==> config.mk <==
export PLATFORM = sky130hd
export DESIGN_NAME = maxnet_param
export DESIGN_NICKNAME = d
export VERILOG_FILES = /design/src/rtl/maxnet_param.sv
export SDC_FILE = /design/constraint.sdc
export NUM_CORES = 1
export LEC_CHECK = 0
export CORE_ASPECT_RATIO = 1.1
export CORE_UTILIZATION = 55
export DETAILED_ROUTE_END_ITERATION = 10
export DONT_BUFFER_PORTS = 1
export GPL_ROUTABILITY_DRIVEN = 0
export PLACE_DENSITY_LB_ADDON = 0.25
export SYNTH_ARGS = -nofsm -noshare
export SYNTH_HDL_FRONTEND = slang
export SYNTH_SLANG_ARGS = --single-unit
==> constraint.sdc <==
create_clock -name clock -period 5.3 [get_ports clock]
set_clock_uncertainty 0.2 [all_clocks]
set_input_delay 1.325 -clock clock [delete_from_list [all_inputs] [get_ports clock]]
set_output_delay 1.325 -clock clock [all_outputs]
set_load 0.03 [all_outputs]
==> src/rtl/maxnet_param.sv <==
// -----------------------------------------------------------------------------
// maxnet_param
// Iterative MAXNET winner-take-all engine. N unsigned WIDTH-bit activations
// inhibit one another each iteration with weight 2^-EPS_SHIFT until at most one
// survives or MAX_ITER iterations have run. It reports the winner's original
// (pre-inhibition) value and index, plus tie/timeout and all-zero flags.
//
// Ports
//   clock                  in   rising-edge clock
//   reset                  in   synchronous, active-high
//   start_signal           in   launch request, honoured in IDLE and DONE only
//   neurons_in             in   neuron i at [i*WIDTH +: WIDTH], sampled at launch
//   output_maximum_number  out  original input value of the winner
//   winner_index           out  index of the winner
//   done                   out  result valid, held until the next launch
//   busy                   out  iterating
//   tie_timeout            out  MAX_ITER reached with more than one survivor
//   no_winner              out  every activation zero at termination
//   iter_count             out  iterations performed
// -----------------------------------------------------------------------------
module maxnet_param #(
  parameter int N         = 4,
  parameter int WIDTH     = 5,
  parameter int EPS_SHIFT = 2,
  parameter int MAX_ITER  = 15
) (
  input  logic                          clock,
  input  logic                          reset,
  input  logic                          start_signal,
  input  logic [N*WIDTH-1:0]            neurons_in,
  output logic [WIDTH-1:0]              output_maximum_number,
  output logic [$clog2(N)-1:0]          winner_index,
  output logic                          done,
  output logic                          busy,
  output logic                          tie_timeout,
  output logic                          no_winner,
  output logic [$clog2(MAX_ITER+1)-1:0] iter_count
);

  localparam int IDXW = $clog2(N);
  localparam int IW   = $clog2(MAX_ITER + 1);
  localparam int NZW  = $clog2(N + 1);
  // The sum of N WIDTH-bit values needs $clog2(N) extra bits to never wrap.
  localparam int SW   = WIDTH + $clog2(N);

  typedef enum logic [1:0] {
    S_IDLE = 2'd0,
    S_RUN  = 2'd1,
    S_DONE = 2'd2
  } state_t;

  state_t             r_state;
  state_t             w_state_nxt;

  logic [WIDTH-1:0]   r_a    [N];
  logic [WIDTH-1:0]   r_orig [N];
  logic [WIDTH-1:0]   w_upd  [N];
  logic [SW-1:0]      w_inh  [N];
  logic [SW-1:0]      w_sum;
  logic [NZW-1:0]     w_nz;
  logic [IDXW-1:0]    w_win;
  logic               w_found;
  logic               w_term;
  logic               w_done_nxt;
  logic               w_busy_nxt;

  logic [WIDTH-1:0]   r_max;
  logic [IDXW-1:0]    r_win;
  logic               r_done;
  logic               r_busy;
  logic               r_tie;
  logic               r_nw;
  logic [IW-1:0]      r_iter;

  // Sum of activations, survivor count and lowest-index survivor.
  always_comb begin
    w_sum   = '0;
    w_nz    = '0;
    w_win   = '0;
    w_found = 1'b0;
    for (int i = 0; i < N; i++) begin
      w_sum = w_sum + SW'(r_a[i]);
      if (r_a[i] != '0) begin
        w_nz = w_nz + NZW'(1);
      end else begin
        w_nz = w_nz;
      end
      if (!w_found && (r_a[i] != '0)) begin
        w_win   = IDXW'(i);
        w_found = 1'b1;
      end else begin
        w_found = w_found;
      end
    end
  end

  // Lateral inhibition; saturates at zero so a result never wraps.
  always_comb begin
    for (int i = 0; i < N; i++) begin
      w_inh[i] = (w_sum - SW'(r_a[i])) >> EPS_SHIFT;
      if (w_inh[i] >= SW'(r_a[i])) begin
        w_upd[i] = '0;
      end else begin
        // inh < a here, so its low WIDTH bits hold the whole value.
        w_upd[i] = r_a[i] - w_inh[i][WIDTH-1:0];
      end
    end
  end

  assign w_term = (w_nz <= NZW'(1)) || (r_iter == IW'(MAX_ITER));

  // State register.
  always_ff @(posedge clock) begin
    if (reset) begin
      r_state <= S_IDLE;
    end else begin
      r_state <= w_state_nxt;
    end
  end

  // Next-state logic.
  always_comb begin
    w_state_nxt = r_state;
    case (r_state)
      S_IDLE:  w_state_nxt = start_signal ? S_RUN : S_IDLE;
      S_RUN:   w_state_nxt = w_term ? S_DONE : S_RUN;
      S_DONE:  w_state_nxt = start_signal ? S_RUN : S_DONE;
      default: w_state_nxt = S_IDLE;
    endcase
  end

  // Status flags follow the state being entered so they can be registered.
  always_comb begin
    w_done_nxt = (w_state_nxt == S_DONE);
    w_busy_nxt = (w_state_nxt == S_RUN);
  end

  // Datapath: launch snapshot, iteration and result capture.
  always_ff @(posedge clock) begin
    if (reset) begin
      for (int i = 0; i < N; i++) begin
        r_a[i]    <= '0;
        r_orig[i] <= '0;
      end
      r_max  <= '0;
      r_win  <= '0;
      r_done <= 1'b0;
      r_busy <= 1'b0;
      r_tie  <= 1'b0;
      r_nw   <= 1'b0;
      r_iter <= '0;
    end else begin
      r_done <= w_done_nxt;
      r_busy <= w_busy_nxt;
      case (r_state)
        S_IDLE, S_DONE: begin
          if (start_signal) begin
            for (int i = 0; i < N; i++) begin
              r_a[i]    <= neurons_in[i*WIDTH +: WIDTH];
              r_orig[i] <= neurons_in[i*WIDTH +: WIDTH];
            end
            r_iter <= '0;
          end else begin
            r_iter <= r_iter;
          end
        end
        S_RUN: begin
          if (w_term) begin
            // Two or more survivors at termination can only mean the limit hit.
            r_win <= w_win;
            r_max <= (w_nz == '0) ? '0 : r_orig[w_win];
            r_nw  <= (w_nz == '0);
            r_tie <= (w_nz >= NZW'(2));
          end else begin
            for (int i = 0; i < N; i++) begin
              r_a[i] <= w_upd[i];
            end
            r_iter <= r_iter + IW'(1);
          end
        end
        default: begin
          r_iter <= r_iter;
        end
      endcase
    end
  end

  assign output_maximum_number = r_max;
  assign winner_index          = r_win;
  assign done                  = r_done;
  assign busy                  = r_busy;
  assign tie_timeout           = r_tie;
  assign no_winner             = r_nw;
  assign iter_count            = r_iter;

endmodule

; Word-level counts from Yosys, hierarchy flattened
; Memory sizes are Yosys's and may differ from the RTL's.
; Index checks and enable logic that the tools add are counted.
; Widths: inputs -> output; s select.
[totals]
word_cells = 111
ramBits = 40
mem_count = 2
reg_bits = 17
in_bits = 23
out_inout_bits = 15
[mem_list]
columns = name, words, word_bits, read_ports, rd_ports_with_merged_regs, wr, line
row1 = r_a, 4, 5, 4, 0, 4, 55  ; logic [WIDTH-1:0] r_a [N];
row2 = r_orig, 4, 5, 1, 0, 4, 56  ; logic [WIDTH-1:0] r_orig [N];
[op_classes]
reduce_logical = 17
bitwise = 12
order_cmp = 6
muxes = 44
n_eq_ne = 7
addsub = 15
[ops]
columns = op, count
row1 = $mux 5, 17
row2 = $sub 7x5->7, 4
row3 = $ge 5x5->1, 4
row4 = $reduce_bool 5->1, 4
row5 = $sub 5x5->5, 4
row6 = $mux 1, 16
row7 = $or 1x1->1, 12
row8 = $mux 2, 5
row9 = $mux 4, 2
row10 = $pmux 4 s2, 1
row11 = $add 6x5->7, 1
row12 = $add 7x5->7, 1
row13 = $add 3x1->3 const B, 2
row14 = $add 5x5->6, 1
row15 = $mux 3, 2
row16 = $pmux 2 s3, 1
row17 = $add 4x1->4 const B, 1
row18 = $eq 2x1->1 const B, 2
row19 = $eq 2x2->1 const B, 2
row20 = $eq 4x4->1 const B, 1
row21 = $ne 2x2->1 const B, 2
row22 = $ge 3x2->1 const B, 1
row23 = $le 3x1->1 const B, 1
row24 = $logic_and 1x1->1, 3
row25 = 9 further kinds, 11

; Longest topological paths before layout
; Gate-level depths: netlist (run 1).
; An unclocked memory read counts as a cell.
[logic_depth]
ltp_word = 16
ltp_mapped = 17
depth_no_buf = 17

; Worst setup path before layout (run 1)
; Ideal clock, no wire load.
[synth_path]
path_kind = reg2reg
from = memory r_a[2][1]
to = memory r_a[0][1], data pin
required_ns = 4.970
path_stages_with_launch = 18
n_path_buf = 0
period_less_slack_ns = 4.842
setup_time_ns = 0.130
arrival_time_ns = 4.512
slack_ns = 0.458
cell_sequence = edfxtp_1 inv_1 fa_1 fa_1 inv_1 ha_1 fa_1 ha_1 o21a_1 o21a_1 or2_2 ha_1 nor2b_1 o21ai_0 a21boi_0 o21ai_0 a211oi_1 a21o_1
[synth_lines]
columns = element, line
row1 = from (decl), 55

==> reports/summary.txt, run 1 <==
status - completed
First-pass DRT Iterations - 4
Synth cell types - 46
Worst-Margin Slew - 1.16 ns
n_diodes - 0
top cell type's share of synthesized area - 27.3%
I/O Buffers - 0
vias in the first global route - 3064
overall routed net length - 9580 µm
share of cells above drive strength 1 - 10.3%
Fin. Hold Viols - 0
Yosys reg bits - 57
worst skew pair latency - 0.34 ns
Tmin final - 5.04 ns
area of the core - 0.00760 mm²
startpoint types - flip-flop
Vias/cell - 5.65
part of the Yosys area used for sequential elements - 35.1%
Ports - 38
min-delay src - iter_count[1]
reg2reg end - r_a[2][4]
Starting Density - 57.9%
CTS tree - built
Initial DRC Count - 214
initial antenna violation count - 0
Setup-failing EPs final - 0
hold endpoint - iter_count[1]
DIE AREA - 0.00836 mm²
post-route DRC violation count - 0
max_cap viols - 0
Yosys top cell by area - edfxtp_1
row cnt - 33
per-cell routed wire length - 17.4 µm
CP startpoint - r_a[2][1]
ys async rst share - 0%
H-tree depth - 3
CTS Buffer Depth - 2
R2R depth - 16
Final nets - 530
critical path capture point type - flip-flop
fin crit share - 95.1%
largest net degree at the start of global routing - 23
worst hold stages - 2
critical path arrival - 5.02 ns
DIE WIDTH - 87.3 µm
clock sink count - 57
vias after detailed routing - 3109
gr usage total - 24.3%
Worst slew margin - 22.6%
fin. max-slew vios - 0
area delta synth->final - 9.05%
first-pass GRT wire length - 15000 µm
Synth Warn # - 0
Post-synth EDFFs - 40
Max FO, Critical Path - 5
detailed placement HPWL - 7630 µm
Root Driver - clkbuf_8
grt total ovfl - 0
WP data required - 5.28 ns
Final ANT Viol Nets - 0
post-synthesis net count - 521
Worst-path clk slew - 0.07 ns
setup_tns - 0 ns
Avg Inst Size Synth - 10.2 µm²
Synth Instances - 431
Die Height - 95.8 µm
Post-Synthesis Cell Area - 0.00440 mm²
Setup CP Type - reg2reg
min-delay worst type - reg2reg
top post-synthesis cells by area - edfxtp_1 27%, ha_1 15%, dfxtp_1 7.7%
achievable frequency - 198 MHz
Num CTS Buffers - 9
Most used DFF post-synth - edfxtp_1
RR Startpoint - r_a[2][1]
flop2flop setup slack - 0.26 ns
cts hold-fix bufs - 0
[routing by layer]
layer / track usage (%) / up-vias / wire length (µm)
met5: 0 / - / 0
met4: 6.97 / 0 / 164
met3: 6.17 / 17 / 544
met2: 39.1 / 80 / 4500
met1: 32.6 / 1467 / 4360
li1: - / 1545 / -
[cell type report]
type                       count  area [µm²]
multi-input combinational    317        2700
fill                         627        2800
sequential                    57        1540
clock inverter                 6        47.5
inverter                      51         191
tap                          105         131
timing repair buffer           4        30.0
clock buffer                  10         149
[what timing repair did]
action	4_1_cts	5_1_grt
setup endpoints to repair	0	20
gates resized for setup	0	19
buffers inserted	0	2
[cell usage in the layout (no fill, tap or decap), types with 13 or more instances in the layout]
cell	Yosys	layout
nand2_1	19	19
a21o_1	19	19
xor2_1	14	13
and2_1	21	21
nor2_1	27	27
edfxtp_1	40	40
fa_1	14	13
dfxtp_1	17	17
inv_1	51	50
xnor2_1	17	16
a21oi_1	24	22
ha_1	53	53
o21ai_0	17	13
[critical path: stages, from the launching register on]
cell and delay, ns:
edfxtp_1 0.42, inv_2 0.12, fa_1 0.45, fa_1 0.53, inv_1 0.05, ha_1 0.22
fa_2 0.59, ha_1 0.27, a21oi_2 0.22, o21bai_1 0.14, a211oi_2 0.26, xor2_1 0.24
ha_1 0.31, and4_1 0.22, a211oi_2 0.24, nand3_2 0.18, o21bai_1 0.22
[sequential cells by signal, indices dropped and copies added (netlist names)]
register,cells
busy,1
done,1
iter_count,4
no_winner,1
output_maximum_number,5
r_a,20
r_orig,20
r_state,2
tie_timeout,1
winner_index,2
[kinds of logic after synthesis]
group,share of synthesized area (%)
muxes,3.50
buffers and inverters,4.87
adders and majority gates,21.5
and+or+nand+nor,12.3
xor gates and xnor gates,6.55
AOI/OAI and AO/OA,16.2
DFF,35.1
[cells in the mapped netlist, types with 3 or more instances]
library cell	instances
nand2b_1	8
nor2_1	27
edfxtp_1	40
and2_1	21
xor2_1	14
nand3_1	7
clkbuf_1	6
a21o_1	19
ha_1	53
dfxtp_1	17
a21boi_0	4
mux4_2	5
a211oi_1	7
o21ai_0	17
a21oi_1	24
nor2b_1	9
o21bai_1	9
inv_1	51
xnor2_1	17
mux2i_1	3
nand2_1	19
fa_1	14
a22o_1	5
nor3_1	7
a211o_1	4
[how the worst max path moves through the flow]
stage / to / slack, ns / cells after the start
final: r_a[2][4] / 0.26 / 16
after global routing: r_a[2][1] / -0.03 / 16
after CTS: r_a[1][4] / 0.03 / 18
after global placement: r_a[2][2] / 0.16 / 16
after detailed placement: r_a[0][3] / 0.05 / 17
after floorplan: r_a[0][1] / 0.46 / 17
[metrics by stage]
step                utilization [%]  cell area, µm²  hold WS [ns]  setup slack, ns  std cells
floorplan                         -            4400         0.389            0.458        431
global placement               59.5            4520         0.429            0.162        532
detailed placement             59.5            4520         0.446           0.0481        532
CTS                            62.1            4720         0.457           0.0332        548
global route                   63.1            4790         0.491          -0.0330        550
finish                         63.1            4790         0.453            0.259        550
Power of run 1 is left out: the tool's default activity adds up to more than one toggle a clock period on the data nets, which glitch-free logic cannot reach.
==> run 2: changes to the inputs <==
- TNS_END_PERCENT: unset -> 20
==> results of run 2 <==
Final layout, timing and power as in run 1 (identical DEF).
Power of run 2 is left out for the same reason.
